<file path="src/rtl/cpu_pkg.sv">
// Shared encodings for the accumulator CPU control unit: opcodes, FSM states,
// ALU select values and skip-condition codes.
package cpu_pkg;

   typedef enum logic [3:0] {
      OP_NOP0   = 4'h0,
      OP_LOAD   = 4'h1,
      OP_STORE  = 4'h2,
      OP_CLEAR  = 4'h3,
      OP_SKIP   = 4'h4,
      OP_JUMP   = 4'h5,
      OP_HALT   = 4'h6,
      OP_ADD    = 4'h7,
      OP_SUB    = 4'h8,
      OP_AND    = 4'h9,
      OP_OR     = 4'hA,
      OP_NOT    = 4'hB,
      OP_LOADI  = 4'hC,
      OP_STOREI = 4'hD,
      OP_ADDI   = 4'hE,
      OP_NOPF   = 4'hF
   } opcode_t;

   typedef enum logic [2:0] {
      S_IDLE,
      S_FETCH,
      S_DECODE,
      S_PTRREAD,
      S_OPREAD,
      S_EXEC,
      S_WRITE,
      S_HALT
   } state_t;

   localparam logic [2:0] ALU_ADD = 3'b000;
   localparam logic [2:0] ALU_SUB = 3'b001;
   localparam logic [2:0] ALU_AND = 3'b010;
   localparam logic [2:0] ALU_OR  = 3'b011;
   localparam logic [2:0] ALU_NOT = 3'b100;

   localparam logic [1:0] SKIP_NEG   = 2'b00;
   localparam logic [1:0] SKIP_ZERO  = 2'b01;
   localparam logic [1:0] SKIP_POS   = 2'b10;
   localparam logic [1:0] SKIP_NEVER = 2'b11;

endpackage

</file>
<file path="src/rtl/acc_cpu_controller.sv">
// Moore-FSM control unit for the 16-bit accumulator CPU: owns PC/IR/MBR/AC/EA,
// sequences fetch/decode/execute over the shared memory port and drives the ALU.
module acc_cpu_controller
   import cpu_pkg::*;
#(
   parameter int unsigned           ADDR_WIDTH = 12,
   parameter int unsigned           DATA_WIDTH = 16,
   parameter logic [ADDR_WIDTH-1:0] PC_RESET   = 'h100
) (
   input  logic                  clk,
   input  logic                  rst,
   input  logic                  run,
   output logic [ADDR_WIDTH-1:0] mem_addr,
   output logic                  mem_cs,
   output logic                  mem_oe,
   output logic                  mem_we,
   output logic [DATA_WIDTH-1:0] mem_wdata,
   input  logic [DATA_WIDTH-1:0] mem_rdata,
   input  logic                  mem_ready,
   output logic [DATA_WIDTH-1:0] alu_a,
   output logic [DATA_WIDTH-1:0] alu_b,
   output logic [2:0]            alu_sel,
   input  logic [DATA_WIDTH-1:0] alu_out,
   output logic                  halted,
   output logic [ADDR_WIDTH-1:0] pc_o,
   output logic [DATA_WIDTH-1:0] ac_o
);

   localparam logic [ADDR_WIDTH-1:0] PC_STEP = ADDR_WIDTH'(2);

   state_t                  state, next_state;
   opcode_t                 op;
   logic [ADDR_WIDTH-1:0]   pc, ea;
   logic [DATA_WIDTH-1:0]   ir, mbr, ac;
   logic                    skip_taken;

   assign op = opcode_t'(ir[DATA_WIDTH-1 -: 4]);

   always_comb begin
      skip_taken = 1'b0;
      case (ir[1:0])
         SKIP_NEG:   skip_taken = ac[DATA_WIDTH-1];
         SKIP_ZERO:  skip_taken = (ac == '0);
         SKIP_POS:   skip_taken = !ac[DATA_WIDTH-1] && (ac != '0);
         SKIP_NEVER: skip_taken = 1'b0;
         default:    skip_taken = 1'b0;
      endcase
   end

   always_ff @(posedge clk) begin
      if (rst) state <= S_IDLE;
      else     state <= next_state;
   end

   always_comb begin
      next_state = state;
      case (state)
         S_IDLE:   if (run) next_state = S_FETCH;
         S_FETCH:  if (mem_ready) next_state = S_DECODE;
         S_DECODE: begin
            case (op)
               OP_LOAD, OP_ADD, OP_SUB, OP_AND, OP_OR: next_state = S_OPREAD;
               OP_STORE:                               next_state = S_WRITE;
               OP_LOADI, OP_STOREI, OP_ADDI:           next_state = S_PTRREAD;
               OP_HALT:                                next_state = S_HALT;
               OP_NOT:                                 next_state = S_EXEC;
               default:                                next_state = S_FETCH;
            endcase
         end
         S_PTRREAD: if (mem_ready) next_state = (op == OP_STOREI) ? S_WRITE : S_OPREAD;
         S_OPREAD:  if (mem_ready) next_state = S_EXEC;
         S_EXEC:    next_state = S_FETCH;
         S_WRITE:   if (mem_ready) next_state = S_FETCH;
         S_HALT:    next_state = S_HALT;
         default:   next_state = S_IDLE;
      endcase
   end

   always_comb begin
      mem_oe   = (state == S_FETCH) || (state == S_PTRREAD) || (state == S_OPREAD);
      mem_we   = (state == S_WRITE);
      mem_cs   = mem_oe || mem_we;
      mem_addr = (state == S_FETCH) ? pc : ea;
      halted   = (state == S_HALT);
      case (op)
         OP_SUB:  alu_sel = ALU_SUB;
         OP_AND:  alu_sel = ALU_AND;
         OP_OR:   alu_sel = ALU_OR;
         OP_NOT:  alu_sel = ALU_NOT;
         default: alu_sel = ALU_ADD;
      endcase
   end

   always_ff @(posedge clk) begin
      if (rst) begin
         pc  <= PC_RESET;
         ac  <= '0;
         ir  <= '0;
         mbr <= '0;
         ea  <= '0;
      end else begin
         case (state)
            S_FETCH: if (mem_ready) begin
               ir <= mem_rdata;
               pc <= pc + PC_STEP;
               ea <= mem_rdata[ADDR_WIDTH-1:0];
            end
            S_DECODE: begin
               case (op)
                  OP_CLEAR: ac <= '0;
                  OP_SKIP:  if (skip_taken) pc <= pc + PC_STEP;
                  OP_JUMP:  pc <= ir[ADDR_WIDTH-1:0];
                  default:  ;
               endcase
            end
            S_PTRREAD: if (mem_ready) ea <= mem_rdata[ADDR_WIDTH-1:0];
            S_OPREAD:  if (mem_ready) mbr <= mem_rdata;
            S_EXEC:    ac <= (op == OP_LOAD || op == OP_LOADI) ? mbr : alu_out;
            default:   ;
         endcase
      end
   end

   assign mem_wdata = ac;
   assign alu_a     = ac;
   assign alu_b     = (op == OP_NOT) ? '0 : mbr;
   assign pc_o      = pc;
   assign ac_o      = ac;

endmodule

</file>
<file path="config.mk">
export PLATFORM = sky130hd
export DESIGN_NAME = acc_cpu_controller
export DESIGN_NICKNAME = d
export VERILOG_FILES = /design/src/rtl/cpu_pkg.sv /design/src/rtl/acc_cpu_controller.sv
export SDC_FILE = /design/constraint.sdc
export NUM_CORES = 1
export LEC_CHECK = 0
export CORE_MARGIN = 1.5
export CORE_UTILIZATION = 45
export DETAILED_ROUTE_END_ITERATION = 10
export GPL_TIMING_DRIVEN = 0
export PLACE_DENSITY = 0.78
export SETUP_SLACK_MARGIN = 0.5
export SYNTH_ARGS = -nofsm -noshare
export SYNTH_HDL_FRONTEND = slang
export SYNTH_SLANG_ARGS = --single-unit
</file>
<file path="constraint.sdc">
create_clock -name clk -period 2.4 [get_ports clk]
set_input_delay 0.72 -clock clk [delete_from_list [all_inputs] [get_ports clk]]
set_output_delay 0.72 -clock clk [all_outputs]
set_load 0.005 [all_outputs]
</file>
==> metrics.yaml, run 1 <==
portBuffers: 128
synthXorXnorAreaFrac_pct: 0.4338
wl_um: 16380
slew_headroom_pct: 52.14
crit_type: "reg2out"
synth_seq_cells: 78
ir_worst_vdd_mv: 0.3444
crit_path_end: "mem_addr[1]"
area_growth_pct: 75.58
internal_power_uw: 2032
violations: "setup timing"
crit_arrival_ns: 1.74
maxSlewViolCount: 0
insertion_delay_ns: 0.36
finalSetupViolCount: 11
r2r_slack_ns: 0.18
r2r-end: "pc_o[5]"
clock_sinks: 78
regToRegStartpoint: "state[2]"
core_um2: 8721
synthMuxAreaShare_pct: 9.885
grt_pass1_wl_um: 22030
pwr-share-comb_pct: 15.9
first_global_vias: 4270
path_max_fanout: 5
grt_max_degree: 16
fin_skew_ns: 0.01279
async_reset_ff_share_pct: 0
hold_viol: 0
min_period_over_period_pct: 102.5
crit_start: "state[2]"
synth_area_leaders: "dfxtp_1 39%, nand2_1 10%, mux2_2 8.4%"
vias: 4700
synthAdderAreaFrac_pct: 1.240
htree_levels: 3
dpl.hpwl_um: 9422
final_nets: 757
fin_ws_ns: -0.05918
clk_path_buf_depth: 2
clockPowerShare_pct: 37.2
final_common_cell: "nand2_1"
synth_top_family_by_area: "simple AND/OR/NAND/NOR gates"
synth.distinct_cells: 50
drive_above_1_share_pct: 48.34
hold_class: "reg2reg"
drcViolationCount: 0
die-area_um2: 9550
synth_nets: 541
die_h_um: 97.73
yosysTopAreaCellShare_pct: 38.67
hold_ws_ns: 0.4673
ys.flop_type: "dfxtp_1"
cts_tree: "yes"
drt_iter0_markers: 432
outcome: "complete, but fails checks"
leakage_uw: 0.003117
insertedDiodeCount: 0
cp.required_ns: 1.68
io_pins: 131
ys_warn_count: 0
worst_pin_slew_ns: 0.7179
numCtsBuffers: 9
ant_nets: 0
p_sw_share_pct: 27.92
first_pass_iters: 7
synth-simple-area-share_pct: 22.56
syn_area_per_cell_um2: 8.059
drv_cap: 0
final_cell_mix: "100 x nand2_1, 90 x buf_4, 59 x buf_6"
syn_area_um2: 4038
synth_compound_area_share_pct: 16.73
clk_pin_slew_ns: 0.09
netlist_instances: 501
overflow: 0
startpoint_type: "flop"
rows: 34
ff2ff_path_depth: 10
fin_tns_setup_ns: -0.3573
yosysSeqAreaShare_pct: 38.67
grt_antenna_before_repair: 0
initial_core_util_pct: 46.30
fin_crit_ns: 2.459
cp-end-kind: "output pin"
utilization_pct: 81.29
avgViaCountPerCell: 5.663
synth_edf_count: 0
p_sw_uw: 787.2
fmax_mhz: 406.6
share_seq_of_total_power_pct: 46.9
gp_congestion: 0.9097
die_width_um: 97.73
clockRootBuffer: "clkbuf_8"
yosysTopAreaCell: "dfxtp_1"
pre_cts_ws_ns: -0.1172
rsz0062_at_grt: "true"
power.density_nw_per_um2: 397.7
wire_per_inst_um: 19.73
grt_use_total_pct: 29.09
==> through the flow <==
stage / power, µW / area [µm²] / instances
after CTS: 2728 / 6464 / 805
after floorplan: 1532 / 4153 / 501
after global routing: 2912 / 7089 / 830
after global placement: 1671 / 5569 / 737
final: 2819 / 7089 / 830
after detailed placement: 1675 / 5569 / 737
==> cells by family after synthesis <==
| group | count (synthesis) |
|---|---|
| fa+ha+maj | 4 |
| simple gates | 199 |
| flops | 78 |
| mux | 36 |
| compound gates | 108 |
| xor+xnor | 2 |
| buf+inv | 74 |
==> cells in the mapped netlist, types with 2 or more instances <==
cell and number:
clkbuf_1 20, a21oi_1 58, nor3b_1 2, inv_1 10, nand2_1 109, buf_4 34
or2_2 2, mux2i_1 5, a22oi_1 17, a21boi_1 2, dfxtp_1 78, and2_1 17
o21ai_0 7, a31oi_1 3, nand4_1 4, nand2b_1 6, nor3_1 4, o31ai_1 2
buf_2 8, ha_1 4, mux2_2 30, a211oi_2 2, nand3_1 8, nor2b_1 3
o32ai_1 2, nor4_1 4, a311oi_1 2, a21oi_2 2, and3_1 4, nor2_1 32
==> flip-flops by register name (all words and copies together) (netlist names), named ones only <==
signal,cells
ac_o,16
ea,12
ir,16
mbr,16
pc_o,12
state,3
==> worst min-delay path by stage <==
stage             to  cells past startpoint   from  slack [ns]
2_1_floorplan  ir[9]                      2  ir[9]        0.43
3_3_place_gp   ea[5]                      2  ea[5]        0.44
3_5_place_dp   ea[3]                      2  ea[3]        0.45
4_1_cts        ea[3]                      2  ea[3]        0.47
5_1_grt        ir[5]                      2  ir[5]        0.48
6_report       ea[3]                      2  ea[3]        0.47
==> metal layers <==
| metal | vias to the layer above | global-route usage [%] | part of all wire [%] |
|---|---|---|---|
| li1 | 2110 | - | - |
| met1 | 2241 | 35.78 | 38 |
| met2 | 273 | 51.44 | 49 |
| met3 | 76 | 4.964 | 8.2 |
| met4 | 0 | 9.780 | 4.7 |
| met5 | - | 0 | 0 |
==> worst max-delay path, cell delays in order (launching register included) <==
cell and delay (ns):
dfxtp_4 0.37, nor3b_4 0.17, buf_6 0.13, buf_12 0.11, clkbuf_16 0.15, mux2_4 0.32, buf_6 0.12
==> power by group through the flow <==
| stage | combinational [µW] | sequential, µW | clock, µW |
|---|---|---|---|
| final | 449 | 1320 | 1050 |
| after global routing | 470 | 1320 | 1120 |
| after CTS | 384 | 1320 | 1020 |
| after detailed placement | 300 | 1380 | 0 |
| after global placement | 296 | 1370 | 0 |
| after floorplan | 166 | 1370 | 0 |
==> cell type report <==
class / count / area [µm²]
Clock buffer: 9 / 123.9
Inverter: 10 / 45.04
Clock inverter: 7 / 80.08
Buffer: 64 / 539.3
Tap cell: 108 / 135.1
Multi-Input combinational cell: 349 / 2567
Sequential cell: 78 / 1660
Timing Repair Buffer: 205 / 1938
Fill cell: 520 / 1632
==> timing repair <==
item,CTS,global route
pin swaps,27,47
setup buffers,49,24
cloned,3,1
endpoints found under the hold margin,0,0
hold buffers,0,0
setup endpoints to repair,129,97
gates resized for setup,348,123
Note: power is estimated with default switching activity, not from simulation.
==> run 2: changes to the inputs <==
CORE_MARGIN = 2   (was 1.5)
GPL_TIMING_DRIVEN = 1   (was 0)
SKIP_LAST_GASP = 1   (was not set)
==> run 2 against run 1 <==
Compared with the run above: hold slack lost 0.0097 ns; largest power group unchanged; the run now ends clean; global-route usage down 1.8 points; largest cell class unchanged; sequential share of layout area up 2.1 points; register-to-register slack gained 0.08 ns; critical path depth is 1 lower; flip-flop and latch count did not move; core utilization down 7.3 points.
==> metrics.yaml, run 2 (synthesis results as in run 1) <==
holdBufCountCts: 0
vias: 4340
io_pins: 131
drcViolationCount: 0
insertedDiodeCount: 0
gp_congestion: 0.8219
power.density_nw_per_um2: 425.0
fill_cells: 587
avgViaCountPerCell: 5.600
final_common_cell: "nand2_1"
htree_levels: 3
drive_above_1_share_pct: 40.78
cp.required_ns: 1.68
fin_tns_setup_ns: 0
cts_tree: "yes"
grt_max_degree: 23
die_width_um: 98.73
r2r_slack_ns: 0.26
ff2ff_path_depth: 12
worst_pin_slew_ns: 0.5584
rows: 34
final-seq-area_um2: 1650
initial_core_util_pct: 46.30
fin_crit_ns: 2.336
die_h_um: 98.73
min_period_over_period_pct: 97.35
drv_cap: 0
dp_cells: 700
path_max_fanout: 7
final_nets: 702
core_um2: 8721
rsz0062_at_grt: "true"
hold_class: "reg2reg"
clk_pin_slew_ns: 0.08
ant_nets: 0
crit_arrival_ns: 1.62
fin_skew_ns: 0.009864
fmax_mhz: 428.0
wl_um: 14390
clock_sinks: 78
dpl.hpwl_um: 8574
first_global_vias: 4196
slew_headroom_pct: 62.77
outcome: "finished clean"
grt_antenna_before_repair: 0
whs_endpoint: "ea[4]"
grt_pass1_wl_um: 21210
wire_per_inst_um: 18.57
clk_path_buf_depth: 2
ir_worst_vdd_mv: 0.3311
first_pass_iters: 6
maxSlewViolCount: 0
leakage_uw: 0.002785
cp-end-kind: "output pin"
die-area_um2: 9747
grt_use_total_pct: 27.29
multi_input_area_um2: 2447
portBuffers: 130
final_cell_mix: "101 x nand2_1, 61 x dlygate4sd2_1, 54 x a21oi_1, 54 x buf_4, 49 x buf_6"
startpoint_type: "flop"
insertion_delay_ns: 0.36
numCtsBuffers: 9
final_cells: 775
area_growth_pct: 59.90
hold_viol: 0
regToRegStartpoint: "state[2]"
drt_iter0_markers: 270
overflow: 0
finalSetupViolCount: 0
r2r-end: "pc_o[3]"
hold_depth: 2
clockRootBuffer: "clkbuf_8"
hold_path.startpoint: "ea[4]"
crit_type: "reg2out"
[run 2: cell count changes in the layout (fill, tap and decap cells not counted), sizes merged, moves of 2 or more]
cell / change
inv: -3
clkbuf: -21
clkdlybuf4s50: +3
buf: -46
dlygate4sd2: +9
or2: +2
[run 2: layout make-up]
cell class / count / share of cell area (%)
multi-input combinational: 351 / 37.91
timing repair buffer: 212 / 30.58
sequential: 78 / 25.56
clock buffer: 10 / 2.132
tap: 108 / 2.093
clock inverter: 6 / 1.105
inverter: 10 / 0.6202
[run 2: what timing repair did]
action | 4_1_cts | 5_1_grt
gates cloned | 4 | 2
setup buffers | 43 | 10
pin swaps | 31 | 12
resized for setup | 315 | 59
setup endpoints to repair | 109 | 62
[run 2: layer usage]
metal	GRT usage [%]	part of all wire, %	wire length (µm)	up-vias
li1	-	-	-	2004
met1	32.95	38	5407	2082
met2	48.61	51	7410	213
met3	5.390	7.9	1134	41
met4	9.062	3.0	437	0
met5	0	0	0	-
[run 2: worst max path at each step]
stage	startpoint	endpoint	slack, ns
3_3_place_gp	mem_ready	flop	0.03
2_1_floorplan	mem_ready	flop	0.44
6_report	state[2]	mem_addr[3]	0.06
4_1_cts	state[2]	mem_addr[3]	0.07
5_1_grt	state[2]	mem_addr[6]	-0.001
3_5_place_dp	mem_ready	flop	0.004
[run 2: worst max-delay path: stages, from the launching register on]
cell and delay, ns:
dfxtp_2 0.34, nor3b_4 0.19, buf_6 0.15, buf_12 0.14
mux2_4 0.31, buf_6 0.12
[run 2: metrics by stage]
stage	utilization, %	total power [µW]	setup WS [ns]	hold slack, ns	cell area (µm²)
final	74.03	2744	0.06352	0.4576	6456
after global routing	74.03	2849	-0.001091	0.4833	6456
after CTS	70.10	2706	0.06935	0.4584	6113
after detailed placement	61.21	1681	0.003762	0.4476	5338
after global placement	61.21	1674	0.02598	0.4420	5338
after floorplan	-	1532	0.4434	0.4332	4153
[run 2: power by group]
group | total [µW] | switching (µW) | internal [µW] | leakage [µW]
clock | 1020 | 510 | 513 | 0.0000987
sequential | 1320 | 20.2 | 1300 | 0.000653
combinational | 397 | 187 | 211 | 0.00203
total | 2740 | 717 | 2030 | 0.00278
